<file path="config.mk">
export PLATFORM = sky130hd
export DESIGN_NAME = sram_port_arbiter
export DESIGN_NICKNAME = d
export VERILOG_FILES = /design/src/rtl/sram_arb_pkg.sv /design/src/rtl/rr_arb2.sv /design/src/rtl/sram_port_arbiter.sv
export SDC_FILE = /design/constraint.sdc
export NUM_CORES = 1
export LEC_CHECK = 0
export CAP_MARGIN = 20
export CORE_MARGIN = 8
export CORE_UTILIZATION = 39
export CTS_CLUSTER_DIAMETER = 100
export DETAILED_ROUTE_END_ITERATION = 6
export PLACE_DENSITY = 0.77
export REMOVE_ABC_BUFFERS = 1
export SLEW_MARGIN = 10
export SYNTH_ARGS = -nofsm -noshare
export SYNTH_HDL_FRONTEND = slang
export SYNTH_HIERARCHICAL = 1
export SYNTH_SLANG_ARGS = --single-unit
</file>
<file path="constraint.sdc">
create_clock -name clk -period 2.69 [get_ports clk]
set_clock_uncertainty 0.15 [all_clocks]
set_input_delay 0.807 -clock clk [delete_from_list [all_inputs] [get_ports clk]]
set_output_delay 0.807 -clock clk [all_outputs]
set_load 0.05 [all_outputs]
</file>
<file path="src/rtl/sram_arb_pkg.sv">
// ---------------------------------------------------------------------------
// sram_arb_pkg
//   Shared types and constants for the two-requester SRAM port arbiter.
//   - state_e : arbiter sequencing states
//   - grant_e : which requester currently owns the SRAM port
//   - addr_in_range() : checks that a byte address falls inside the macro
// ---------------------------------------------------------------------------
package sram_arb_pkg;

  typedef enum logic [1:0] {
    IDLE,
    ACCESS,
    WAIT,
    RESP
  } state_e;

  typedef enum logic {
    GNT_CPU,
    GNT_DMA
  } grant_e;

  localparam int SRAM_WORDS  = 512;
  localparam int SRAM_DATA_W = 32;
  localparam int SRAM_MASK_W = 4;

  // True when (addr - base) lies within the 2^aw word window. Any bit above
  // the word index plus the byte offset means the access misses the macro.
  function automatic logic addr_in_range(input logic [31:0] addr,
                                         input logic [31:0] base,
                                         input int          aw);
    logic [31:0] off;
    off = addr - base;
    return (off >> (aw + 2)) == 32'd0;
  endfunction

endpackage

</file>
<file path="src/rtl/rr_arb2.sv">
// ---------------------------------------------------------------------------
// rr_arb2
//   Two-input round-robin grant. The grant is combinational from the current
//   requests and the last_grant register; last_grant only moves when the
//   parent accepts the grant (i_update).
// Ports:
//   clk, resetn  : clock, asynchronous active-low reset
//   i_cpu_req    : CPU request
//   i_dma_req    : DMA request
//   i_update     : parent latched the grant this edge
//   o_grant      : requester that wins now
//   o_any        : at least one request pending
// ---------------------------------------------------------------------------
module rr_arb2
  import sram_arb_pkg::*;
(
  input  logic   clk,
  input  logic   resetn,
  input  logic   i_cpu_req,
  input  logic   i_dma_req,
  input  logic   i_update,
  output grant_e o_grant,
  output logic   o_any
);

  grant_e r_last;

  always_comb begin
    o_any   = i_cpu_req | i_dma_req;
    o_grant = GNT_CPU;
    if (i_cpu_req && i_dma_req) begin
      // Tie: the side that did not win last time goes next.
      o_grant = (r_last == GNT_CPU) ? GNT_DMA : GNT_CPU;
    end else if (i_dma_req) begin
      o_grant = GNT_DMA;
    end
  end

  // Reset to DMA so the CPU wins the very first tie.
  always_ff @(posedge clk or negedge resetn) begin
    if (!resetn) begin
      r_last <= GNT_DMA;
    end else if (i_update && o_any) begin
      r_last <= o_grant;
    end
  end

endmodule

</file>
<file path="src/rtl/sram_port_arbiter.sv">
// ---------------------------------------------------------------------------
// sram_port_arbiter
//   Shares port 0 of the 32x512 SRAM macro between the CPU native memory bus
//   and a DMA/debug master. Each access is sequenced IDLE -> ACCESS ->
//   (WAIT for reads) -> RESP, with a one-cycle ready pulse in RESP.
//   Out-of-range accesses skip the SRAM and go straight to RESP with err.
//   All outputs come straight from registers.
// Ports:
//   clk, resetn                    : clock, asynchronous active-low reset
//   cpu_valid/addr/wdata/wstrb     : CPU request (wstrb==0 is a read)
//   cpu_ready, cpu_rdata           : CPU completion pulse and read data
//   dma_valid/addr/wdata/wstrb     : DMA request (wstrb==0 is a read)
//   dma_ready, dma_rdata           : DMA completion pulse and read data
//   sram_csb/web/wmask/addr/din    : SRAM port 0 controls (csb/web active low)
//   sram_dout                      : SRAM port 0 read data
//   err                            : one-cycle pulse on an out-of-range access
// ---------------------------------------------------------------------------
module sram_port_arbiter
  import sram_arb_pkg::*;
#(
  parameter int          ADDR_WIDTH   = 9,
  parameter logic [31:0] BASE_ADDR    = 32'h0000_0000,
  parameter int          READ_LATENCY = 1
) (
  input  logic                   clk,
  input  logic                   resetn,
  input  logic                   cpu_valid,
  input  logic [31:0]            cpu_addr,
  input  logic [SRAM_DATA_W-1:0] cpu_wdata,
  input  logic [SRAM_MASK_W-1:0] cpu_wstrb,
  output logic                   cpu_ready,
  output logic [SRAM_DATA_W-1:0] cpu_rdata,
  input  logic                   dma_valid,
  input  logic [31:0]            dma_addr,
  input  logic [SRAM_DATA_W-1:0] dma_wdata,
  input  logic [SRAM_MASK_W-1:0] dma_wstrb,
  output logic                   dma_ready,
  output logic [SRAM_DATA_W-1:0] dma_rdata,
  output logic                   sram_csb,
  output logic                   sram_web,
  output logic [SRAM_MASK_W-1:0] sram_wmask,
  output logic [ADDR_WIDTH-1:0]  sram_addr,
  output logic [SRAM_DATA_W-1:0] sram_din,
  input  logic [SRAM_DATA_W-1:0] sram_dout,
  output logic                   err
);

  state_e                   r_state,     w_state_next;
  grant_e                   r_gnt,       w_gnt_next;
  logic [1:0]               r_cnt,       w_cnt_next;
  logic                     r_csb,       w_csb_next;
  logic                     r_web,       w_web_next;
  logic [SRAM_MASK_W-1:0]   r_wmask,     w_wmask_next;
  logic [ADDR_WIDTH-1:0]    r_addr,      w_addr_next;
  logic [SRAM_DATA_W-1:0]   r_din,       w_din_next;
  logic                     r_cpu_ready, w_cpu_ready_next;
  logic                     r_dma_ready, w_dma_ready_next;
  logic                     r_err,       w_err_next;
  logic [SRAM_DATA_W-1:0]   r_cpu_rdata, w_cpu_rdata_next;
  logic [SRAM_DATA_W-1:0]   r_dma_rdata, w_dma_rdata_next;

  grant_e                   w_gnt;
  logic                     w_any;
  logic                     w_arb_en;
  logic [31:0]              w_sel_addr;
  logic [SRAM_DATA_W-1:0]   w_sel_wdata;
  logic [SRAM_MASK_W-1:0]   w_sel_wstrb;
  logic                     w_in_range;
  logic [ADDR_WIDTH-1:0]    w_word;

  rr_arb2 u_arb (
    .clk       (clk),
    .resetn    (resetn),
    .i_cpu_req (cpu_valid),
    .i_dma_req (dma_valid),
    .i_update  (w_arb_en),
    .o_grant   (w_gnt),
    .o_any     (w_any)
  );

  // Request fields of whichever side the arbiter would grant this cycle.
  always_comb begin
    w_sel_addr  = (w_gnt == GNT_CPU) ? cpu_addr  : dma_addr;
    w_sel_wdata = (w_gnt == GNT_CPU) ? cpu_wdata : dma_wdata;
    w_sel_wstrb = (w_gnt == GNT_CPU) ? cpu_wstrb : dma_wstrb;
    w_in_range  = addr_in_range(w_sel_addr, BASE_ADDR, ADDR_WIDTH);
    w_word      = ADDR_WIDTH'((w_sel_addr - BASE_ADDR) >> 2);
  end

  always_comb begin
    w_state_next     = r_state;
    w_gnt_next       = r_gnt;
    w_cnt_next       = r_cnt;
    // csb/web default high so the strobe lasts exactly the ACCESS cycle.
    w_csb_next       = 1'b1;
    w_web_next       = 1'b1;
    w_wmask_next     = r_wmask;
    w_addr_next      = r_addr;
    w_din_next       = r_din;
    w_cpu_ready_next = 1'b0;
    w_dma_ready_next = 1'b0;
    w_err_next       = 1'b0;
    w_cpu_rdata_next = r_cpu_rdata;
    w_dma_rdata_next = r_dma_rdata;
    w_arb_en         = 1'b0;

    case (r_state)
      IDLE: begin
        if (w_any) begin
          w_arb_en   = 1'b1;
          w_gnt_next = w_gnt;
          if (w_in_range) begin
            w_state_next = ACCESS;
            w_csb_next   = 1'b0;
            w_addr_next  = w_word;
            if (w_sel_wstrb != '0) begin
              w_web_next   = 1'b0;
              w_wmask_next = w_sel_wstrb;
              w_din_next   = w_sel_wdata;
            end else begin
              w_wmask_next = '0;
            end
          end else begin
            // Miss: no SRAM cycle, answer immediately with zero data.
            w_state_next = RESP;
            w_err_next   = 1'b1;
            if (w_gnt == GNT_CPU) begin
              w_cpu_ready_next = 1'b1;
              w_cpu_rdata_next = '0;
            end else begin
              w_dma_ready_next = 1'b1;
              w_dma_rdata_next = '0;
            end
          end
        end
      end

      ACCESS: begin
        // r_web still holds the value presented to the SRAM this cycle.
        if (!r_web) begin
          w_state_next = RESP;
          if (r_gnt == GNT_CPU) w_cpu_ready_next = 1'b1;
          else                  w_dma_ready_next = 1'b1;
        end else begin
          w_state_next = WAIT;
          w_cnt_next   = 2'(READ_LATENCY - 1);
        end
      end

      WAIT: begin
        if (r_cnt == 2'd0) begin
          w_state_next = RESP;
          if (r_gnt == GNT_CPU) begin
            w_cpu_ready_next = 1'b1;
            w_cpu_rdata_next = sram_dout;
          end else begin
            w_dma_ready_next = 1'b1;
            w_dma_rdata_next = sram_dout;
          end
        end else begin
          w_cnt_next = r_cnt - 2'd1;
        end
      end

      RESP: begin
        // Never re-grant here: the requester's valid is still up this cycle.
        w_state_next = IDLE;
      end

      default: w_state_next = IDLE;
    endcase
  end

  always_ff @(posedge clk or negedge resetn) begin
    if (!resetn) begin
      r_state     <= IDLE;
      r_gnt       <= GNT_CPU;
      r_cnt       <= 2'd0;
      r_csb       <= 1'b1;
      r_web       <= 1'b1;
      r_wmask     <= '0;
      r_addr      <= '0;
      r_din       <= '0;
      r_cpu_ready <= 1'b0;
      r_dma_ready <= 1'b0;
      r_err       <= 1'b0;
      r_cpu_rdata <= '0;
      r_dma_rdata <= '0;
    end else begin
      r_state     <= w_state_next;
      r_gnt       <= w_gnt_next;
      r_cnt       <= w_cnt_next;
      r_csb       <= w_csb_next;
      r_web       <= w_web_next;
      r_wmask     <= w_wmask_next;
      r_addr      <= w_addr_next;
      r_din       <= w_din_next;
      r_cpu_ready <= w_cpu_ready_next;
      r_dma_ready <= w_dma_ready_next;
      r_err       <= w_err_next;
      r_cpu_rdata <= w_cpu_rdata_next;
      r_dma_rdata <= w_dma_rdata_next;
    end
  end

  assign sram_csb   = r_csb;
  assign sram_web   = r_web;
  assign sram_wmask = r_wmask;
  assign sram_addr  = r_addr;
  assign sram_din   = r_din;
  assign cpu_ready  = r_cpu_ready;
  assign dma_ready  = r_dma_ready;
  assign cpu_rdata  = r_cpu_rdata;
  assign dma_rdata  = r_dma_rdata;
  assign err        = r_err;

endmodule

</file>
After elaboration in Yosys (flattened, before gate mapping). Cells that the tools add are included.

Output and inout bits: 114. Bits of input ports: 172. Register bits: 120. Word-level logic and storage cells: 95.

Add/subtract/negate cells: 1. Mux-type cells: 52. Bitwise operators: 1. Equal/unequal tests: 12. Reduce and logical (&&, ||, !) cells: 15.

Operator list (number): 32-bit 2-to-1 mux (12); 32-bit case mux with 2 select lines (2); 32-bit zero test (1); 1-bit 2-to-1 mux (27); 2-bit inequality test, second input constant (8); 6-bit AND reduction (2); 2-bit 2-to-1 mux (5); 4-bit 2-to-1 mux (2); 2-bit case mux with 4 select lines (1); 1-bit case mux with 3 select lines (2); 3-bit AND reduction (2); 2-bit == test, second input constant (2); 2-bit zero test (2); 2-bit case mux with 2 select lines (1); 2-bit AND reduction (2); 4-bit AND reduction (1); 2-bit nonzero test (2); 4-bit nonzero test (1); 2-bit by 1-bit == test with 1-bit output, second input constant (1); 1-bit logical AND (2); 2-bit by 1-bit inequality test with 1-bit output, second input constant (1); 2-bit by 1-bit subtractor with 2-bit output, second input constant (1); 1-bit OR (1).

Logic depth before layout (Yosys ltp).
Depth after elaboration: 8. Mapped depth: 8. Gate-level depth less buffers: 7.

Cells and area by module. Netlist, hierarchy kept.

Modules (own cells, without submodules): sram_port_arbiter (seq. area each 2980.4 sq um, cells an instance 385, area an instance 5205.0 sq um, times used 1); rr_arb2 (seq. area each 26.3 sq um, cells an instance 5, area an instance 51.3 sq um, times used 1).

Least setup slack after synthesis. OpenSTA, ideal clock, no wires.

Path type: input to register. Start: input port dma_valid. End: register r_cpu_rdata[10], in the netlist cpu_rdata[10]. Library setup time: 0.122 ns. Path slack: -0.159 ns. Path buffers: 1. Data required time: 2.418 ns. Data arrival time: 2.578 ns. Stages: 7. Cell sequence: a21boi_0 nor4b_1 nand4_1 o22ai_2 a21oi_1 buf_2 a32o_1.

Word-level cells in the longest chain between the ends: 6. Elaborated cells on any way between the ends: 10. Those cells by class: 3 x eq/ne; 3 x mux; 1 x bitwise; 3 x reduce/logical.

Ends and longest elaborated chain: start: declaration (line sram_port_arbiter.sv:33) `input logic dma_valid,`; 1-bit 2-to-1 mux or 1-bit logical AND (tied branches) (line rr_arb2.sv:34, rr_arb2.sv:31); 1-bit 2-to-1 mux (line rr_arb2.sv:31) `if (i_cpu_req && i_dma_req) begin`; 32-bit 2-to-1 mux (line sram_port_arbiter.sv:83) `w_sel_addr = (w_gnt == GNT_CPU) ? cpu_addr : dma_addr;`; 32-bit zero test (line sram_arb_pkg.sv:33) `return (off >> (aw + 2)) == 32'd0;`; 2-bit inequality test (no line); 6-bit AND reduction (no line) (*); end signal: assignment (line sram_port_arbiter.sv:201) `r_cpu_rdata <= w_cpu_rdata_next;`; end: declaration (line sram_port_arbiter.sv:59) `logic [SRAM_DATA_W-1:0] r_cpu_rdata, w_cpu_rdata_next;`.

Mark *: on every way between the ends. The rest lies on a longest branch, timed or not. A chain may end at the register's enable or synchronous reset.

Worst setup path in the final report.
Start: input port cpu_addr[30]. End: register r_din[31], in the netlist sram_din[31].

Word-level cells in the longest chain between the ends: 3.

Ends and longest elaborated chain: start: declaration (line sram_port_arbiter.sv:28) `input logic [31:0] cpu_addr,`; 32-bit 2-to-1 mux (line sram_port_arbiter.sv:83); 32-bit zero test (line sram_arb_pkg.sv:33); 4-bit AND reduction (no line); end signal: assignment (line sram_port_arbiter.sv:197) `r_din <= w_din_next;`; end: declaration (line sram_port_arbiter.sv:55) `logic [SRAM_DATA_W-1:0] r_din, w_din_next;`.

Every way passes these cells.

==> out/qor.yml <==
synth.cell_area_sq_mm: 0.005256
ys.warnings.count: 6
netlist.top_cell.by_area: "dfrtp_1"
core_region_area_sq_mm: 0.01319
main_combinational_cell_family_by_area_after_synthesis: "compound AO/OA/AOI/OAI gates"
drtIter0Drc: 257
critical_path_peak_fanout: 8
stdcell_count: 900
die_h_um: 132.1
final_critical_path_setup_slack_ns: 0.06445
finalInstanceArea_sq_mm: 0.009478
first_global_vias: 5539
tritoncts_num_sinks: 120
critPathRequiredTime_ns: 2.83
multiInputGateArea_sq_mm: 0.002237
globalRoute.totalOverflow: 0
outcome: "finished, final reports clean"
numCtsBuffers: 17
max_rail_drop_vdd_v: 0.0008597
grt_antenna_before_repair: 0
critPathArrivalTime_ns: 2.76
report.final.setup_viol: 0
synth.mux.area_fraction_pct: 16.38
hp-class: "in2async"
cts_tree: "yes"
synth_compound_area_share_pct: 17.45
tns_ns: 0
drt_pass1_iterations: 4
root_buffer: "clkbuf_16"
timing_max_transition_violations_final: 0
dpl.cell_count: 856
diodes: 0
grt_start_max_net_pins: 52
layout_area_growth_over_synthesis_pct: 80.31
gp_congestion: 0.8197
cellPowerDensity_mw_per_mm2: 1075
port_buffers: 281
post_place_setup_slack_ns: -0.6452
route.detailed.drc: 0
clk_latency_ns: 0.41
power_leakage_uw: 0.004073
criticalPathCategory: "in2reg"
cts_h_tree_depth: 4
slew-limit-headroom_pct: 61.56
layout_common_cells: "clkdlybuf4s50_1 (252), dfrtp_1 (117), a22o_1 (38), mux2_2 (34), buf_4 (32)"
count_of_state_elements_after_synthesis: 120
worst-slew-pin-transition_ns: 0.5747
min_period_ns: 2.626
synthTopCellsByArea: "dfrtp_1 (56%), mux2_2 (7.3%), mux2_1 (6.4%)"
place_area_sq_mm: 0.008523
most_frequent_standard_cell_in_the_layout_excluding_fill_and_tap_cells: "clkdlybuf4s50_1"
path_clk_slew_ns: 0.06
pin_count: 286
drtAntennaViolNets: 0
initial_core_util_pct: 39.85
yosys.area_share.simple_pct: 4.618
route.detailed.wl_per_inst_um: 21.75
synth.distinct_cells: 46
register_area_sq_mm: 0.003007
mean_post_synth_cell_area_sq_um: 13.48
wire_length_of_the_first_global_routing_pass_um: 30600
report.power.total_uw: 10190
clockBufferDepth: 2
setup.worst_path.end_class: "flop"
dr_total_vias: 4836
final-hold-violation-count: 0
max_cap_viol_count: 0
final_nets: 888
synth_cells: 390
timing.critical_path.from_type: "input port"
yosys.area.top_type_share_pct: 55.70
drive_gt1_share_pct: 21.82
row_count: 42
globalRouteTotalUtil_pct: 22.10
timing.fmax_ghz: 0.3809
fp.dieArea_sq_mm: 0.01745
avgViaCountPerCell: 5.373
postRouteWirelength_um: 19570
synth_xor_xnor_area_share_pct: 0
die_width_um: 132.1
fillCellCount: 887
post_synth_fa_ha_maj_area_fraction_pct: 1.190
dp_hpwl_um: 14090
yosysSeqAreaShare_pct: 57.20
period_share_pct: 97.60
-- report_power, final --
part           switching [uW]  internal (uW)
clock network             818           1720
logic                    2990           2080
registers                 278           2300
total                    4090           6090
-- what timing repair did --
item / in CTS / in global routing
pin swaps: 13 / 6
buffers inserted: 10 / 1
endpoints found under the setup margin: 110 / 110
cloned: 3 / 1
hold buffers: 0 / 0
resized for setup: 53 / 20
-- worst max-delay path, stage by stage --
cell and delay [ns]:
clkdlybuf4s15_1 0.18, nor4_2 0.27, buf_4 0.16, nand4_1 0.13
o32a_1 0.43, nor2_4 0.19, buf_6 0.13, buf_12 0.12
mux2_2 0.34
-- cell usage after synthesis, drive strengths merged --
| cell type | instances |
|---|---|
| dfrtp | 117 |
| or3 | 1 |
| clkinv | 1 |
| buf | 17 |
| nor4 | 9 |
| a21oi | 5 |
| nor2 | 8 |
| nand2 | 19 |
| dfstp | 3 |
| a31oi | 1 |
| a2111oi | 1 |
| nand4 | 3 |
| o21ai | 18 |
| a21boi | 2 |
| nor4b | 1 |
| a221o | 1 |
| o32a | 1 |
| o32ai | 2 |
| mux2i | 14 |
| ha | 5 |
| nor2b | 1 |
| o221ai | 1 |
| or2 | 2 |
| o221a | 1 |
| o22ai | 4 |
| mux2 | 64 |
| or4 | 2 |
| a22oi | 1 |
| o21bai | 1 |
| a22o | 38 |
| a211o | 1 |
| clkbuf | 7 |
| a211oi | 2 |
| nor3 | 2 |
| inv | 8 |
| a32o | 26 |
-- routing by layer --
layer | up-vias | share of wire (%) | global-route usage, %
met3 | 43 | 8.3 | 7.317
met5 | - | 0 | 0
met1 | 2412 | 37 | 23.53
li1 | 2146 | - | -
met4 | 0 | 3.7 | 9.700
met2 | 235 | 51 | 39.04
-- path summary, 6_finish.rpt --
kind | startpoint | end | slack, ns | cells after the start
worst max-delay path | cpu_addr[30] | sram_din[31]$_DFFE_PN0P_ | 0.06 | 9
worst min-delay path | resetn | sram_addr[4]$_DFFE_PN0P_ | 0.20 | 1
worst max register to register | u_arb/r_last$_DFFE_PN1P_ | sram_din[31]$_DFFE_PN0P_ | 0.16 | 8
worst min register to register | sram_din[7]$_DFFE_PN0P_ | sram_din[7]$_DFFE_PN0P_ | 0.34 | 1
max in group asynchronous | resetn | cpu_rdata[3]$_DFFE_PN0P_ | 1.54 | 2
min in group clk | sram_din[7]$_DFFE_PN0P_ | sram_din[7]$_DFFE_PN0P_ | 0.34 | 1
-- layout make-up --
class | instances | share of cell area, %
Multi-Input combinational cell | 237 | 23.60
Tap cell | 176 | 2.323
Clock inverter | 11 | 2.046
Sequential cell | 120 | 31.72
Inverter | 9 | 0.3564
Timing Repair Buffer | 326 | 34.98
Clock buffer | 21 | 4.964
-- registers in the layout (all words and copies together) (netlist names) --
signal        flops
sram_web          1
sram_din         32
u_arb/r_last      1
sram_addr         9
r_cnt             2
cpu_rdata        32
cpu_ready         1
dma_rdata        32
sram_csb          1
dma_ready         1
r_state           2
r_gnt             1
sram_wmask        4
err               1
-- per-stage QoR --
stage                     util (%)  hold slack [ns]
after floorplan                  -           0.3501
after global placement       64.62           0.3175
after detailed placement     64.62           0.3251
after CTS                    71.29           0.2016
after global routing         71.86           0.2313
final                        71.86           0.2049
-- cells by family (layout without fill, tap and decap cells) --
family          after synthesis  count (layout)
mux                          78              78
compound gates              106             106
fa+ha+maj                     5               5
flops                       120             120
buf+inv                      33             367
simple gates                 48              48
No activity file was read; power rests on OpenSTA's default activity.
